--- src/rtl/i2s_line_in_rx_pkg.sv ---
// Shared definitions for the I2S line-in receive path.
//   DataWidthDefault : default sample width captured per channel
//   rx_state_e       : receiver FSM state encoding
//   ChL / ChR        : channel values as carried on the I2S LR clock
package i2s_line_in_rx_pkg;

  localparam int unsigned DataWidthDefault = 24;

  typedef enum logic [1:0] {
    StIdle  = 2'd0,
    StShift = 2'd1,
    StHold  = 2'd2
  } rx_state_e;

  localparam logic ChL = 1'b0;
  localparam logic ChR = 1'b1;

endpackage

--- src/rtl/i2s_input_sync.sv ---
// Input conditioning for the codec I2S pins.
// Each asynchronous pin passes through a SYNC_STAGES-deep synchroniser (SYNC_STAGES >= 2).
// A bclk rising edge produces a one-cycle bedge pulse, with lr_s/data_s registered
// alongside it so all three outputs describe the same bclk edge.
// Ports:
//   clk_100, reset       : system clock, synchronous active-high reset
//   i2s_bclk/lr/data     : raw codec pins (asynchronous)
//   bedge                : one-cycle pulse per bclk rising edge
//   lr_s, data_s         : LR and data values sampled at that edge
module i2s_input_sync #(
  parameter int unsigned SYNC_STAGES = 2
) (
  input  logic clk_100,
  input  logic reset,
  input  logic i2s_bclk,
  input  logic i2s_lr,
  input  logic i2s_data,
  output logic bedge,
  output logic lr_s,
  output logic data_s
);

  logic [SYNC_STAGES-1:0] bclk_sync_q;
  logic [SYNC_STAGES-1:0] lr_sync_q;
  logic [SYNC_STAGES-1:0] data_sync_q;
  logic                   bclk_prev_q;
  logic                   bedge_q;
  logic                   lr_q;
  logic                   data_q;

  always_ff @(posedge clk_100) begin
    if (reset) begin
      bclk_sync_q <= '0;
      lr_sync_q   <= '0;
      data_sync_q <= '0;
      bclk_prev_q <= 1'b0;
      bedge_q     <= 1'b0;
      lr_q        <= 1'b0;
      data_q      <= 1'b0;
    end else begin
      bclk_sync_q <= {bclk_sync_q[SYNC_STAGES-2:0], i2s_bclk};
      lr_sync_q   <= {lr_sync_q[SYNC_STAGES-2:0], i2s_lr};
      data_sync_q <= {data_sync_q[SYNC_STAGES-2:0], i2s_data};
      bclk_prev_q <= bclk_sync_q[SYNC_STAGES-1];
      bedge_q     <= bclk_sync_q[SYNC_STAGES-1] & ~bclk_prev_q;
      lr_q        <= lr_sync_q[SYNC_STAGES-1];
      data_q      <= data_sync_q[SYNC_STAGES-1];
    end
  end

  assign bedge  = bedge_q;
  assign lr_s   = lr_q;
  assign data_s = data_q;

endmodule

--- src/rtl/i2s_line_in_rx.sv ---
// I2S receiver for the ADAU1761 ADC path: deserialises the codec data pin into
// parallel left/right line-in samples on the clk_100 domain.
// Ports:
//   clk_100, reset          : system clock, synchronous active-high reset
//   i2s_bclk/lr/data        : raw codec pins (asynchronous)
//   line_in_l / line_in_r   : last complete L/R pair from one frame, two's complement
//   new_sample              : one-cycle pulse, outputs updated this cycle
//   frame_error             : one-cycle pulse on a short slot
//   locked                  : high once a valid L/R pair has been received
module i2s_line_in_rx
  import i2s_line_in_rx_pkg::*;
#(
  parameter int unsigned DATA_WIDTH  = DataWidthDefault,
  parameter int unsigned SYNC_STAGES = 2
) (
  input  logic                  clk_100,
  input  logic                  reset,
  input  logic                  i2s_bclk,
  input  logic                  i2s_lr,
  input  logic                  i2s_data,
  output logic [DATA_WIDTH-1:0] line_in_l,
  output logic [DATA_WIDTH-1:0] line_in_r,
  output logic                  new_sample,
  output logic                  frame_error,
  output logic                  locked
);

  localparam int unsigned     CntW    = $clog2(DATA_WIDTH + 1);
  localparam logic [CntW-1:0] LastBit = CntW'(DATA_WIDTH - 1);

  logic bedge;
  logic lr_s;
  logic data_s;

  i2s_input_sync #(
    .SYNC_STAGES(SYNC_STAGES)
  ) u_input_sync (
    .clk_100 (clk_100),
    .reset   (reset),
    .i2s_bclk(i2s_bclk),
    .i2s_lr  (i2s_lr),
    .i2s_data(i2s_data),
    .bedge   (bedge),
    .lr_s    (lr_s),
    .data_s  (data_s)
  );

  rx_state_e             state_q, state_d;
  logic                  channel_q, channel_d;
  logic                  lr_prev_q, lr_prev_d;
  logic [CntW-1:0]       bit_cnt_q, bit_cnt_d;
  logic [DATA_WIDTH-1:0] shift_q, shift_d;
  logic [DATA_WIDTH-1:0] left_shadow_q, left_shadow_d;
  // Right word complete: publish the pair on the following cycle.
  logic                  load_q, load_d;
  logic                  frame_error_d;
  logic                  boundary;
  logic                  word_done;

  logic [DATA_WIDTH-1:0] line_in_l_q, line_in_r_q;
  logic                  new_sample_q, frame_error_q, locked_q;

  always_comb begin
    state_d       = state_q;
    channel_d     = channel_q;
    lr_prev_d     = lr_prev_q;
    bit_cnt_d     = bit_cnt_q;
    shift_d       = shift_q;
    left_shadow_d = left_shadow_q;
    load_d        = 1'b0;
    frame_error_d = 1'b0;
    word_done     = 1'b0;
    boundary      = bedge && (lr_s != lr_prev_q);

    if (bedge) begin
      lr_prev_d = lr_s;
      unique case (state_q)
        StIdle: begin
          if (boundary && (lr_s == ChL)) begin
            state_d   = StShift;
            channel_d = ChL;
            bit_cnt_d = '0;
          end
        end
        StShift: begin
          if (boundary) begin
            if (bit_cnt_q == LastBit) begin
              // Exact fit: the delayed bit on the boundary is this word's LSB.
              shift_d   = {shift_q[DATA_WIDTH-2:0], data_s};
              word_done = 1'b1;
              channel_d = lr_s;
              bit_cnt_d = '0;
            end else begin
              frame_error_d = 1'b1;
              left_shadow_d = '0;
              channel_d     = ChL;
              bit_cnt_d     = '0;
              state_d       = (lr_s == ChR) ? StIdle : StShift;
            end
          end else begin
            shift_d   = {shift_q[DATA_WIDTH-2:0], data_s};
            bit_cnt_d = bit_cnt_q + 1'b1;
            if (bit_cnt_q == LastBit) begin
              word_done = 1'b1;
              state_d   = StHold;
            end
          end
          if (word_done) begin
            if (channel_q == ChL) begin
              left_shadow_d = shift_d;
            end else begin
              load_d = 1'b1;
            end
          end
        end
        StHold: begin
          if (boundary) begin
            bit_cnt_d = '0;
            channel_d = lr_s;
            state_d   = StShift;
          end
        end
        default: state_d = StIdle;
      endcase
    end
  end

  always_ff @(posedge clk_100) begin
    if (reset) begin
      state_q       <= StIdle;
      channel_q     <= ChL;
      lr_prev_q     <= 1'b0;
      bit_cnt_q     <= '0;
      shift_q       <= '0;
      left_shadow_q <= '0;
      load_q        <= 1'b0;
      line_in_l_q   <= '0;
      line_in_r_q   <= '0;
      new_sample_q  <= 1'b0;
      frame_error_q <= 1'b0;
      locked_q      <= 1'b0;
    end else begin
      state_q       <= state_d;
      channel_q     <= channel_d;
      lr_prev_q     <= lr_prev_d;
      bit_cnt_q     <= bit_cnt_d;
      shift_q       <= shift_d;
      left_shadow_q <= left_shadow_d;
      load_q        <= load_d;
      new_sample_q  <= load_q;
      frame_error_q <= frame_error_d;
      // shift_q cannot move here: bedges are many cycles apart.
      if (load_q) begin
        line_in_l_q <= left_shadow_q;
        line_in_r_q <= shift_q;
        locked_q    <= 1'b1;
      end else if (frame_error_d) begin
        locked_q <= 1'b0;
      end
    end
  end

  assign line_in_l   = line_in_l_q;
  assign line_in_r   = line_in_r_q;
  assign new_sample  = new_sample_q;
  assign frame_error = frame_error_q;
  assign locked      = locked_q;

endmodule

--- config.mk ---
export PLATFORM = sky130hd
export DESIGN_NAME = i2s_line_in_rx
export DESIGN_NICKNAME = d
export VERILOG_FILES = /design/src/rtl/i2s_line_in_rx_pkg.sv /design/src/rtl/i2s_input_sync.sv /design/src/rtl/i2s_line_in_rx.sv
export SDC_FILE = /design/constraint.sdc
export NUM_CORES = 1
export LEC_CHECK = 0
export ABC_CLOCK_PERIOD_IN_PS = 4820
export BUFFER_PORTS_ARGS = -buffer_cell sky130_fd_sc_hd__buf_2
export CORE_MARGIN = 5
export CORE_UTILIZATION = 35
export DETAILED_ROUTE_END_ITERATION = 7
export PLACE_DENSITY = 0.65
export SYNTH_ARGS = -nofsm -noshare
export SYNTH_HDL_FRONTEND = slang
export SYNTH_HIERARCHICAL = 1
export SYNTH_SLANG_ARGS = --single-unit
export TNS_END_PERCENT = 20
--- constraint.sdc ---
create_clock -name clk_100 -period 4.82 [get_ports clk_100]
set_input_delay 0.482 -clock clk_100 [delete_from_list [all_inputs] [get_ports clk_100]]
set_output_delay 0.482 -clock clk_100 [all_outputs]
set_load 0.01 [all_outputs]
==> implementation parameters <==
Parameter                              Value

Pwr
  Peak supply drop    0.265 mV
  Pwr Density    between 400 and 500 nW/um^2
  Pleak    2.22 nW

Yosys
  Cell area after technology mapping    4350 sq um
  Async set-or-reset flop fraction in the synthesized netlist    0
  Count of flip-flops with a built-in enable after synthesis    0
  Synthesized netlist net count    404
  Register area share after synthesis    0.547
  Per-instance average area after synthesis    approximately 11 sq um
  Synthesized instance count    ~400
  Number of warnings issued by yosys    6
  Distinct cell type count after synthesis    41
  Main flop type after synthesis    sky130_fd_sc_hd__dfxtp_1
  Number of register bits inferred by synthesis    119

STA
  Final setup vio count    0
  Post-route clock period utilization    0.492
  Setup TNS    0 ns
  Number of failing hold endpoints at the final stage    0
  Max-slew violation count    0
  Final critical delay including setup and external delays    ~2.4 ns
  Layout Skew    0.0111 ns
  Rel. slew slack    0.189
  Unrepaired setup endpoints after global routing    false
  Actual transition at the worst max-transition pin    ~1.2 ns
  Timing-limited maximum frequency    approximately 420 MHz

Detailed routing
  Vias after detailed routing    around 3.0k
  Count of antenna-violating nets left after detailed routing    0
  Routed length per instance    14.4 um
  Post-detailed-route via-to-cell ratio    4.80
  Count of TritonRoute iterations in the first routing pass    4
  Total Routed Length    9020 um
  DRC violations left    0
  Number of DRC markers after the initial detailed-route iteration    188

Die
  Initial core utilization    0.359
  Horizontal die dimension    122 um
  Die ar.    14,800 sq um
  Row cnt    40
  Overall die height    approximately 120 um
  I/O pin cnt    56
  Core area    12,100 sq um

Setup path
  Critical path destination    left_shadow_q[5]
  Arrival time at the worst endpoint    about 2.7 ns
  Reg-to-reg critical path endpoint    left_shadow_q[5]
  Startpoint kind of the worst setup timing path    flip-flop
  Setup slack, reg-to-reg    2.45 ns
  Critical Path Sink Type    flip-flop
  Data required time at the worst endpoint    5.15 ns
  Beginning of the worst register-to-register path    bit_cnt_q[0]
  Logic depth of the worst register-to-register path    5
  Crit path launch    bit_cnt_q[0]
  Type of the worst setup path    flip-flop to flip-flop
  Maximum fanout encountered on the critical timing path    24

Min path
  HP Class    input port to flip-flop

Cells and area
  Final std cells w/o fill    626
  Number of fillers in the final layout    1,179
  Area growth from synthesis to final layout    23.0%
  Final net count    455
  Number of antenna repair diodes    0
  Share of cells above drive strength 1    0.216

GRT
  Wire length of the first global-routing pass    15,100 um
  Overflow after GRT    0
  Number of global-route vias before repair    2,934
  Initial antenna violation count    0
  Maximum number of pins on one net before global-route repair    58
  Overall track demand over capacity in global routing    0.130

Clock network
  TritonCTS clock tree    done
  Count of hold buffers inserted by post-cts repair    0
  Total clock buffers created by CTS    17
  Post-CTS Setup Inserts    0
  Deepest level of the CTS H-tree    4
  Clock sink count    119
  Buffer type at the clock tree root    sky130_fd_sc_hd__clkbuf_16
  Maximum buffer depth of the clock tree    2
  Clock transition time at the flip-flop clock pins of the worst setup and hold paths    0.05 ns
  Cts repair resizes    0
  Clock latency on the worst-skew pair    0.40 ns

Placed design
  # placed instances    about 590
  Count of buffers inserted at the top-level ports    55
  HPWL reported at the end of detailed placement    5710 um
  Final weighted congestion in routability-driven placement    0.877

Run status
  Result of the run    completed

Flow run
  Maximum Capacitance Violations    0
==> through the flow <==
step	utilization	setup WS, ns	instance area [sq um]	power, mW	hold slack, ns
2_1_floorplan	-	3.18	4350	1.03	0.387
6_report	0.442	2.45	5350	2.34	0.290
3_3_place_gp	0.389	2.56	4710	1.03	0.395
5_1_grt	0.442	2.31	5350	2.42	0.282
4_1_cts	0.442	2.41	5350	2.36	0.280
3_5_place_dp	0.389	2.48	4710	1.03	0.405
==> area by class of cell <==
class / count / area [sq um] / area share
Sequential cell: 119 / 2380 / 0.445
Multi-Input combinational cell: 241 / 1800 / 0.336
Clock buffer: 25 / 526 / 0.0982
Timing Repair Buffer: 57 / 290 / 0.0542
Tap cell: 168 / 210 / 0.0393
Clock inverter: 7 / 113 / 0.0210
Inverter: 9 / 33.8 / 0.00631
==> power by group <==
part | switching (mW) | leakage [nW] | total (mW) | internal [mW]
clock | 0.419 | 0.315 | 1.33 | 0.908
sequential | 0.00200 | 0.960 | 0.990 | 0.988
combinational | 0.0181 | 0.948 | 0.0229 | 0.00480
==> Yosys cell counts (2+ instances only) <==
master                     instances  area (sq um)
sky130_fd_sc_hd__xor2_1            2          17.5
sky130_fd_sc_hd__nor3_2            2          20.0
sky130_fd_sc_hd__nor3_1            3          15.0
sky130_fd_sc_hd__or3_1             3          18.8
sky130_fd_sc_hd__inv_1             8          30.0
sky130_fd_sc_hd__a21oi_1           6          30.0
sky130_fd_sc_hd__o21ai_1           2          10.0
sky130_fd_sc_hd__clkbuf_1         12          45.0
sky130_fd_sc_hd__a32o_1           24           240
sky130_fd_sc_hd__nand2_1           2          7.51
sky130_fd_sc_hd__buf_6             2          22.5
sky130_fd_sc_hd__nand2b_1          3          18.8
sky130_fd_sc_hd__buf_2             6          30.0
sky130_fd_sc_hd__ha_1              5          62.6
sky130_fd_sc_hd__buf_8             2          30.0
sky130_fd_sc_hd__nand3_1           3          15.0
sky130_fd_sc_hd__nor2_1           79           297
sky130_fd_sc_hd__mux2i_1          75           751
sky130_fd_sc_hd__nor2b_1          10          62.6
sky130_fd_sc_hd__dfxtp_1         119          2380
sky130_fd_sc_hd__buf_4             2          15.0
sky130_fd_sc_hd__o21ai_0           4          20.0
sky130_fd_sc_hd__nor3b_2           2          25.0
==> registers in the layout, summed over array words and instances, names as in the netlist, 2 cells and up <==
register / flops
left_shadow_q: 24
line_in_l: 24
line_in_r: 24
shift_q: 24
bit_cnt_q: 5
state_q: 2
u_input_sync/bclk_sync_q: 2
u_input_sync/data_sync_q: 2
u_input_sync/lr_sync_q: 2
==> routing by layer <==
| layer | GRT usage | share of wire |
|---|---|---|
| met3 | 0.0387 | 0.042 |
| met5 | 0 | 0 |
| met4 | 0.0546 | 0.012 |
| met2 | 0.214 | 0.49 |
| met1 | 0.157 | 0.45 |
==> layout by cell type (no fill, tap or decap), types with 5 or more instances in the layout <==
cell	n
sky130_fd_sc_hd__a32o_1	24
sky130_fd_sc_hd__mux2i_1	75
sky130_fd_sc_hd__clkbuf_8	7
sky130_fd_sc_hd__inv_1	8
sky130_fd_sc_hd__nor2b_1	10
sky130_fd_sc_hd__a21oi_1	6
sky130_fd_sc_hd__dfxtp_1	118
sky130_fd_sc_hd__clkbuf_16	17
sky130_fd_sc_hd__ha_1	5
sky130_fd_sc_hd__nor2_1	79
sky130_fd_sc_hd__buf_2	55
==> critical path, cell delays in order (launching register included) <==
cell and delay, ns:
sky130_fd_sc_hd__dfxtp_1 0.37, sky130_fd_sc_hd__ha_1 0.24, sky130_fd_sc_hd__and4b_1 0.35, sky130_fd_sc_hd__nor3_2 0.10
sky130_fd_sc_hd__o21ai_2 0.96, sky130_fd_sc_hd__a32o_1 0.29
==> cells by family (layout without fill, tap and decap cells) <==
family | after synthesis | in the layout | share of synthesized area
mux | 75 | 75 | 0.173
simple gates | 110 | 110 | 0.116
buf+inv | 34 | 98 | 0.0414
fa+ha+maj | 5 | 5 | 0.0144
compound gates | 48 | 48 | 0.100
flops | 119 | 119 | 0.547
xor+xnor | 3 | 3 | 0.00776
==> how the worst min path moves through the flow <==
stage                             start  cells after the start                     endpoint  slack, ns
2_1_floorplan  u_input_sync/bclk_prev_q                      1           u_input_sync/bedge       0.39
6_report                         i2s_lr                      2    u_input_sync/lr_sync_q[0]       0.29
3_5_place_dp   u_input_sync/bclk_prev_q                      1           u_input_sync/bedge       0.40
4_1_cts                        i2s_data                      2  u_input_sync/data_sync_q[0]       0.28
5_1_grt                          i2s_lr                      2    u_input_sync/lr_sync_q[0]       0.28
3_3_place_gp   u_input_sync/bclk_prev_q                      1           u_input_sync/bedge       0.40
(Power assumes the default switching activity.)
